## src/rtl/ps2_note_decoder_if.sv

```systemverilog
// ps2_note_decoder_if: bundles the PS/2 pins and the note outputs of ps2_note_decoder.
//   ps2_clk, ps2_dat : raw PS/2 lines, asynchronous to the system clock
//   ascii_val [6:0]  : ASCII of the held note key, 0 when none is held
//   key_held         : high while ascii_val is non-zero
//   key_valid        : one-cycle pulse when ascii_val takes a new non-zero value
//   frame_error      : one-cycle pulse on a discarded frame
// Modports: master = decoder side, slave = keyboard/display side.
interface ps2_note_decoder_if;
  logic       ps2_clk;
  logic       ps2_dat;
  logic [6:0] ascii_val;
  logic       key_held;
  logic       key_valid;
  logic       frame_error;

  modport master (
    input  ps2_clk,
    input  ps2_dat,
    output ascii_val,
    output key_held,
    output key_valid,
    output frame_error
  );

  modport slave (
    output ps2_clk,
    output ps2_dat,
    input  ascii_val,
    input  key_held,
    input  key_valid,
    input  frame_error
  );
endinterface

```

## src/rtl/ps2_note_decoder.sv

```systemverilog
// ps2_note_decoder: PS/2 keyboard frame receiver and monophonic note-key decoder.
// Ports:
//   clock  : system clock, all logic on its rising edge
//   reset  : synchronous active-high reset
//   bus    : ps2_note_decoder_if.master (ps2_clk/ps2_dat in; ascii_val, key_held,
//            key_valid, frame_error out)
// Parameter TIMEOUT_CYCLES: cycles without a PS/2 fall mid-frame before the frame is aborted.
// Optional macro PS2_PARITY_CHECK_EN: when defined, frames with bad odd parity are discarded.
module ps2_note_decoder #(
  parameter int unsigned TIMEOUT_CYCLES = 50000
) (
  input logic               clock,
  input logic               reset,
  ps2_note_decoder_if.master bus
);

  localparam int unsigned CntW = (TIMEOUT_CYCLES > 2) ? $clog2(TIMEOUT_CYCLES) : 1;

  typedef enum logic [1:0] {StIdle, StData, StParity, StStop} rx_state_e;

  // Synchronisers; reset to the idle-high line level so no fall is seen out of reset.
  logic clk_s1, clk_s2, clk_s3, dat_s1, dat_s2;
  logic fall;

  always_ff @(posedge clock) begin
    if (reset) begin
      {clk_s1, clk_s2, clk_s3} <= 3'b111;
      {dat_s1, dat_s2}         <= 2'b11;
    end else begin
      {clk_s1, clk_s2, clk_s3} <= {bus.ps2_clk, clk_s1, clk_s2};
      {dat_s1, dat_s2}         <= {bus.ps2_dat, dat_s1};
    end
  end

  assign fall = ~clk_s2 & clk_s3;

  // Receiver
  rx_state_e       state_q, state_d;
  logic [2:0]      bit_cnt_q, bit_cnt_d;
  logic [7:0]      shift_q, shift_d;
  logic            par_q, par_d;
  logic            byte_stb_q, byte_stb_d;
  logic            frame_err_q, frame_err_d;
  logic [CntW-1:0] tmo_q, tmo_d;
  logic            timeout_hit;
  logic            par_ok;

`ifdef PS2_PARITY_CHECK_EN
  assign par_ok = ^{shift_q, par_q};
`else
  logic unused_par;
  assign unused_par = par_q;
  assign par_ok     = 1'b1;
`endif

  assign timeout_hit = (state_q != StIdle) && (tmo_q == CntW'(TIMEOUT_CYCLES - 1));

  always_comb begin
    state_d     = state_q;
    bit_cnt_d   = bit_cnt_q;
    shift_d     = shift_q;
    par_d       = par_q;
    byte_stb_d  = 1'b0;
    frame_err_d = 1'b0;
    tmo_d       = (state_q == StIdle || fall) ? '0 : tmo_q + 1'b1;
    if (timeout_hit) begin
      state_d     = StIdle;
      frame_err_d = 1'b1;
      tmo_d       = '0;
    end else if (fall) begin
      unique case (state_q)
        StIdle: begin
          if (!dat_s2) begin
            state_d   = StData;
            bit_cnt_d = 3'd0;
          end
        end
        StData: begin
          shift_d   = {dat_s2, shift_q[7:1]};  // LSB arrives first
          bit_cnt_d = bit_cnt_q + 3'd1;
          if (bit_cnt_q == 3'd7) state_d = StParity;
        end
        StParity: begin
          par_d   = dat_s2;
          state_d = StStop;
        end
        StStop: begin
          state_d = StIdle;
          if (dat_s2 && par_ok) byte_stb_d  = 1'b1;
          else                  frame_err_d = 1'b1;
        end
        default: state_d = StIdle;
      endcase
    end
  end

  always_ff @(posedge clock) begin
    if (reset) begin
      state_q     <= StIdle;
      bit_cnt_q   <= '0;
      shift_q     <= '0;
      par_q       <= 1'b0;
      byte_stb_q  <= 1'b0;
      frame_err_q <= 1'b0;
      tmo_q       <= '0;
    end else begin
      state_q     <= state_d;
      bit_cnt_q   <= bit_cnt_d;
      shift_q     <= shift_d;
      par_q       <= par_d;
      byte_stb_q  <= byte_stb_d;
      frame_err_q <= frame_err_d;
      tmo_q       <= tmo_d;
    end
  end

  // Byte decoder
  function automatic logic [6:0] scan_to_ascii(input logic [7:0] code);
    case (code)
      8'h15:   return 7'd81;
      8'h1D:   return 7'd87;
      8'h24:   return 7'd69;
      8'h2D:   return 7'd82;
      8'h2C:   return 7'd84;
      8'h35:   return 7'd89;
      8'h3C:   return 7'd85;
      8'h43:   return 7'd73;
      8'h44:   return 7'd79;
      8'h4D:   return 7'd80;
      8'h1C:   return 7'd65;
      8'h1B:   return 7'd83;
      8'h23:   return 7'd68;
      8'h2B:   return 7'd70;
      8'h34:   return 7'd71;
      8'h33:   return 7'd72;
      8'h3B:   return 7'd74;
      8'h42:   return 7'd75;
      8'h4B:   return 7'd76;
      default: return 7'd0;
    endcase
  endfunction

  logic [6:0] ascii_q, ascii_d, note;
  logic       key_valid_q, key_valid_d;
  logic       brk_q, brk_d, ext_q, ext_d;

  // shift_q stays stable while byte_stb_q is high: no data fall can follow a stop bit that fast.
  assign note = scan_to_ascii(shift_q);

  always_comb begin
    ascii_d     = ascii_q;
    key_valid_d = 1'b0;
    brk_d       = brk_q;
    ext_d       = ext_q;
    if (byte_stb_q) begin
      if (shift_q == 8'hE0) begin
        ext_d = 1'b1;
      end else if (shift_q == 8'hF0) begin
        brk_d = 1'b1;
      end else begin
        brk_d = 1'b0;
        ext_d = 1'b0;
        if (!ext_q && note != 7'd0) begin
          if (brk_q) begin
            if (note == ascii_q) ascii_d = 7'd0;
          end else if (note != ascii_q) begin
            ascii_d     = note;
            key_valid_d = 1'b1;
          end
        end
      end
    end
  end

  always_ff @(posedge clock) begin
    if (reset) begin
      ascii_q     <= 7'd0;
      key_valid_q <= 1'b0;
      brk_q       <= 1'b0;
      ext_q       <= 1'b0;
    end else begin
      ascii_q     <= ascii_d;
      key_valid_q <= key_valid_d;
      brk_q       <= brk_d;
      ext_q       <= ext_d;
    end
  end

  assign bus.ascii_val   = ascii_q;
  assign bus.key_held    = (ascii_q != 7'd0);
  assign bus.key_valid   = key_valid_q;
  assign bus.frame_error = frame_err_q;

endmodule

```

## src/flat_wrapper.sv

```systemverilog
// flat-port wrapper written by rule: the top's interface ports become plain ports
module ps2_note_decoder_flat 
#(
  parameter int unsigned TIMEOUT_CYCLES = 50000
)
  (clock, reset, bus_ps2_clk, bus_ps2_dat, bus_ascii_val, bus_key_held, bus_key_valid, bus_frame_error);
  ps2_note_decoder_if bus_i ();
  input logic clock;
  input logic reset;
  input wire logic [$bits(bus_i.ps2_clk)-1:0] bus_ps2_clk;
  input wire logic [$bits(bus_i.ps2_dat)-1:0] bus_ps2_dat;
  output wire logic [$bits(bus_i.ascii_val)-1:0] bus_ascii_val;
  output wire logic [$bits(bus_i.key_held)-1:0] bus_key_held;
  output wire logic [$bits(bus_i.key_valid)-1:0] bus_key_valid;
  output wire logic [$bits(bus_i.frame_error)-1:0] bus_frame_error;
  assign bus_i.ps2_clk = bus_ps2_clk;
  assign bus_i.ps2_dat = bus_ps2_dat;
  assign bus_ascii_val = bus_i.ascii_val;
  assign bus_key_held = bus_i.key_held;
  assign bus_key_valid = bus_i.key_valid;
  assign bus_frame_error = bus_i.frame_error;
  ps2_note_decoder #(.TIMEOUT_CYCLES(TIMEOUT_CYCLES)) u_core (.clock(clock), .reset(reset), .bus(bus_i));
endmodule
```

## config.mk

```make
export PLATFORM = sky130hd
export DESIGN_NAME = ps2_note_decoder_flat
export DESIGN_NICKNAME = d
export VERILOG_FILES = /design/src/rtl/ps2_note_decoder_if.sv /design/src/rtl/ps2_note_decoder.sv /design/src/flat_wrapper.sv
export SDC_FILE = /design/constraint.sdc
export NUM_CORES = 1
export LEC_CHECK = 0
export BUFFER_PORTS_ARGS = -buffer_cell sky130_fd_sc_hd__buf_4
export CORE_UTILIZATION = 50
export CTS_CLUSTER_DIAMETER = 60
export DETAILED_ROUTE_END_ITERATION = 12
export PLACE_DENSITY = 0.65
export SETUP_SLACK_MARGIN = 0.05
export SLEW_MARGIN = 0
export SYNTH_ARGS = -nofsm -noshare
export SYNTH_HDL_FRONTEND = slang
export SYNTH_SLANG_ARGS = --single-unit
```

## constraint.sdc

```tcl
create_clock -name clock -period 3.33 [get_ports clock]
set_input_delay 0 -clock clock [delete_from_list [all_inputs] [get_ports clock]]
set_output_delay 0 -clock clock [all_outputs]
set_load 0.05 [all_outputs]
```

# == Word level (Yosys, flattened, before mapping) ==
# Cells that the tools add are included.
# word_totals
regBits,46
elab_cells,96
# op_classes
add_sub_neg,2
eq_ne,32
n_mux,18
n_bitwise,9
n_reduce_logical,20
# op_table
operator,count
one-hot mux 7 bit (19 select lines),1
equality test 8 x 6 -> 1 bit (second input constant),10
equality test 8 x 7 -> 1 bit (second input constant),5
equality test 8 x 5 -> 1 bit (second input constant),4
2-to-1 mux 7 bit,3
adder 16 x 1 -> 16 bit (second input constant),1
equality test 16 bit (second input constant),1
equality test 8 bit (second input constant),2
nonzero test 7 bit,2
2-to-1 mux 1 bit,9
inverter 1 bit,8
one-hot mux 2 bit (4 select lines),1
equality test 7 bit,1
inequality test 7 bit,1
one-hot mux 3 bit (2 select lines),1
AND reduction 3 bit,2
AND reduction 6 bit,1
nonzero test 2 bit,3
OR reduction 6 bit,1
equality test 2 bit (second input constant),2
2-to-1 mux 2 bit,2
inequality test 2 x 1 -> 1 bit (second input constant),2
inequality test 2 bit (second input constant),2
AND reduction 2 bit,2
13 further kinds,14

# == Longest topological paths before layout ==
# depth
word_depth,6
mapped_depth,9

# == Least setup slack after synthesis ==
# Ideal clock, no wire load.
# synth_timing
kind,flip-flop to flip-flop
start,register u_core.state_q[0]
end,register u_core.tmo_q[10]
setup_time_ns,0.128
arrival_ns,2.127
required_ns,3.202
slack_ns,1.075
stages_incl_launch_ff,10
n_path_buf,2
path_cell_list,dfxtp_1 inv_1 ha_1 or4b_1 nor3_1 or2_2 or3_1 clkbuf_1 clkbuf_1 nor2_1
# synth_via
elab_chain_len,3
word_cells_on_any_way,5
# synth_rtl
element,line,source
start: declaration,ps2_note_decoder.sv:38,"rx_state_e state_q, state_d;"
start signal: assignment,ps2_note_decoder.sv:99,state_q <= StIdle;
start signal: assignment,ps2_note_decoder.sv:107,state_q <= state_d;
zero test 2 bit or nonzero test 2 bit (tied branches),"ps2_note_decoder.sv:65, ps2_note_decoder.sv:56",
logical OR 1 bit or logical AND 1 bit (tied branches),"ps2_note_decoder.sv:65, ps2_note_decoder.sv:56",
OR reduction 3 bit (no line) *,n/a,
end signal: assignment,ps2_note_decoder.sv:113,tmo_q <= tmo_d;
end: declaration,ps2_note_decoder.sv:44,"logic [CntW-1:0] tmo_q, tmo_d;"
# Mark *: on every way between the ends. The rest lies on a longest branch, timed or not.
# A chain may end at the register's enable or synchronous reset.

# == Final worst setup path ==
# layout_timing
start,register u_core.shift_q[4]
end,"register u_core.ascii_q[2], in the netlist u_core.bus.ascii_val[2]"
# layout_via
elab_chain_len,5
word_cells_on_any_way,33
# layout_rtl
element,line,source
start: declaration,ps2_note_decoder.sv:40,"logic [7:0] shift_q, shift_d;"
start signal: assignment,ps2_note_decoder.sv:109,shift_q <= shift_d;
equality test 8 x 7 -> 1 bit (tied with other cells),ps2_note_decoder.sv:119,case (code)
one-hot mux 7 bit (19 select lines),ps2_note_decoder.sv:119,
equality test 7 bit (tied with other cells),ps2_note_decoder.sv:165,if (note == ascii_q) ascii_d = 7'd0;
inequality test 2 bit (no line) (tied with other cells),n/a,
AND reduction 6 bit (no line),n/a,
end signal: assignment,ps2_note_decoder.sv:182,ascii_q <= ascii_d;
end: declaration,ps2_note_decoder.sv:143,"logic [6:0] ascii_q, ascii_d, note;"
# Parallel ways exist; a longest one is shown, timed or not. The select of a mux whose other input is x is not followed.

==> flow_summary.ini <==
[outcome]
status = completed

[worst_setup_path]
required_ps = 3550
crit_fanout = 21
critical_path_arrival_ps = 2880
path_class = reg -> reg
start_kind = flop
end_kind = flop

[cts]
clockBufferDepth = 2
clk_pin_slew_worst_paths_ps = 90
tritoncts = built
cts.sinks = 45
ctsResizeCount = 0
cts_max_level = 2
clockRootBuffer = clkbuf_8
cts_made_buffers = 5
clk_latency_ps = 310

[timing]
finalHoldViolCount = 0
fin_crit_ps = 2660
whs_ps = 24.0
finalMaxSlewViolations = 0
setup_viol = 0
fin_skew_ps = 7.94
rsz0062_at_grt = false
period_share_pct = 79.9
finalSetupTns_ps = 0
worstMarginPinSlew_ps = 793
fmax_ghz = 0.376
slew_headroom_pct = 47.0

[power]
p_clk_share_pct = 43.5
p_sw_share_pct = 22.2
p_per_area_nw_per_um2 = 369
ir_drop_mv = 0.261
p_switching_mw = 0.222
p_seq_share_pct = 54.2
power_frac_comb_pct = 2.3
power_leakage_nw = 0.949
p_int_mw = 0.778

[global_route]
grt_pass1_vias = 1914
grt_pass1_wl_mm = 8.78
grt_overflow = 0
grt_start_max_net_pins = 23
antenna_found_initial = 0
globalRouteTotalUtil_pct = 21.3

[yosys]
yosys_warnings = 0
synthMuxAreaShare_pct = 1.20
synthXorXnorAreaFrac_pct = 7.68
syn_area_per_cell_um2 = 8.51
synthArstFlopShare_pct = 0
synth_flop_cell = dfxtp_1
ys_ff_latch = 45
synth_top_family_by_area = simple AND/OR/NAND/NOR gates
synthSimpleGateAreaFrac_pct = 30.2
synth_edf_count = 0
syn-cell-area_um2 = 2490
ys_types = 55
synth_fa_ha_area_share_pct = 3.51
syn_nets = 304
synth_top_area_cell = dfxtp_1
syn_inst = 293
synth-compound-area-share_pct = 15.1
ys_seq_area_share_pct = 36.1
synthTopCellsByArea = dfxtp_1 (36%), nor2_1 (5.6%), xnor2_1 (4.6%)
synth_top_area_share_pct = 36.1

[final_layout]
antenna_cells = 0
syn2layout_area_growth_pct = 8.53
final_common_cell = dfxtp_1
drive_gt1_share_pct = 11.8
final_cell_mix = dfxtp_1 (45), nor2_1 (37), nand2_1 (20)
fin_nets = 307

[die]
num_io_pins = 14
core_um2 = 4750
fp.dieH_um = 72.6
fp.dieW_um = 72.6
dieArea_um2 = 5270
rows = 25
initial_utilization_pct = 52.4

[drt]
post_drt_wl_per_cell_um = 13.8
firstDrtPassIters = 5
drcViolationCount = 0
vias = 2089
first_iter_violations = 95
viasPerCell = 5.74
drt-total-wl_mm = 5.04
drtAntennaViolNets = 0

[place]
port_buffers = 12
gp_congestion = 0.898
hpwl_mm = 3.47

[hold_path]
hp-class = in -> reg

[run]
maxCapViolCount = 0
[logic make-up (layout without fill, tap and decap cells)]
group	after synthesis	after routing
buf+inv	32	36
compound gates	48	48
simple gates	136	136
other cells	1	1
mux	3	3
fa+ha+maj	7	7
xor+xnor	21	21
flops	45	45
[state kept, by name, indices dropped and copies added, names as in the netlist]
signal / cells
u_core.bit_cnt_q: 3
u_core.brk_q: 1
u_core.bus.ascii_val: 6
u_core.bus.frame_error: 1
u_core.bus.key_valid: 1
u_core.byte_stb_q: 1
u_core.clk_s1: 1
u_core.clk_s2: 1
u_core.clk_s3: 1
u_core.dat_s1: 1
u_core.dat_s2: 1
u_core.ext_q: 1
u_core.shift_q: 8
u_core.state_q: 2
u_core.tmo_q: 16
[final timing paths]
| check | slack, ps | startpoint | endpoint | cells past startpoint |
|---|---|---|---|---|
| min | 20 | reset | u_core.bus.ascii_val[6] | 2 |
| min reg2reg | 420 | u_core.dat_s1 | u_core.dat_s2 | 1 |
| max | 670 | u_core.shift_q[4] | u_core.bus.ascii_val[2] | 7 |
| max reg2reg | 670 | u_core.shift_q[4] | u_core.bus.ascii_val[2] | 7 |
[cell usage after synthesis (2+ instances only)]
| library cell | count |
|---|---|
| a211o_1 | 2 |
| a211oi_1 | 3 |
| a21oi_1 | 15 |
| a221oi_1 | 5 |
| a32oi_1 | 2 |
| a41o_1 | 3 |
| and3_1 | 5 |
| buf_2 | 6 |
| buf_4 | 4 |
| clkbuf_1 | 6 |
| dfxtp_1 | 45 |
| ha_1 | 7 |
| inv_1 | 14 |
| mux2i_1 | 3 |
| nand2_1 | 20 |
| nand2b_1 | 5 |
| nand3_1 | 15 |
| nand4_1 | 7 |
| nand4b_1 | 3 |
| nor2_1 | 37 |
| nor2b_1 | 9 |
| nor3_1 | 4 |
| nor3b_1 | 3 |
| nor4b_1 | 3 |
| nor4bb_1 | 2 |
| o2111ai_1 | 2 |
| o211ai_1 | 2 |
| o31a_1 | 2 |
| o32ai_1 | 4 |
| or2_2 | 8 |
| or3b_2 | 2 |
| or4b_1 | 4 |
| xnor2_1 | 13 |
| xor2_1 | 7 |
[power groups by stage]
| stage | clock network [mW] | logic [mW] | registers (mW) |
|---|---|---|---|
| floorplan | 0 | 0.0162 | 0.554 |
| global placement | 0 | 0.0207 | 0.555 |
| detailed placement | 0 | 0.0207 | 0.555 |
| CTS | 0.446 | 0.0229 | 0.542 |
| global route | 0.468 | 0.0248 | 0.543 |
| finish | 0.435 | 0.0227 | 0.542 |
[repair_timing]
item,4_1_cts,5_1_grt
buffers inserted,0,0
hold buffers,2,0
hold endpoints to repair,2,0
[routing by layer]
layer / up-vias / GRT usage (%) / routed length [um]
met1: 992 / 27.8 / 2440
li1: 1048 / - / -
met2: 40 / 33.9 / 2320
met3: 9 / 5.25 / 194
met4: 0 / 8.71 / 82
met5: - / 0 / 0
[stage by stage]
step / std cells / util, % / area, um2 / power, mW / setup WS [ps]
after floorplan: 293 / - / 2490 / 0.570 / 1080
after global placement: 354 / 54.1 / 2570 / 0.575 / 764
after detailed placement: 354 / 54.1 / 2570 / 0.575 / 683
after CTS: 364 / 56.9 / 2710 / 1.01 / 671
after global routing: 364 / 56.9 / 2710 / 1.04 / 376
final: 364 / 56.9 / 2710 / 1.00 / 669
[layout make-up]
type	count	area, um2
clock inverter	3	47.5
inverter	14	52.6
fill	460	2050
sequential	45	901
timing repair buffer	14	110
tap	67	83.8
multi-input combinational	216	1440
clock buffer	5	68.8
[critical path: stages (launching register included)]
cell and delay (ps):
dfxtp_1 730, nand4b_1 320, o31a_1 190, o32ai_1 310, o31a_1 200, nand2b_1 170
a41o_1 330, a221oi_1 310
Power figures use the tool's default switching activity.
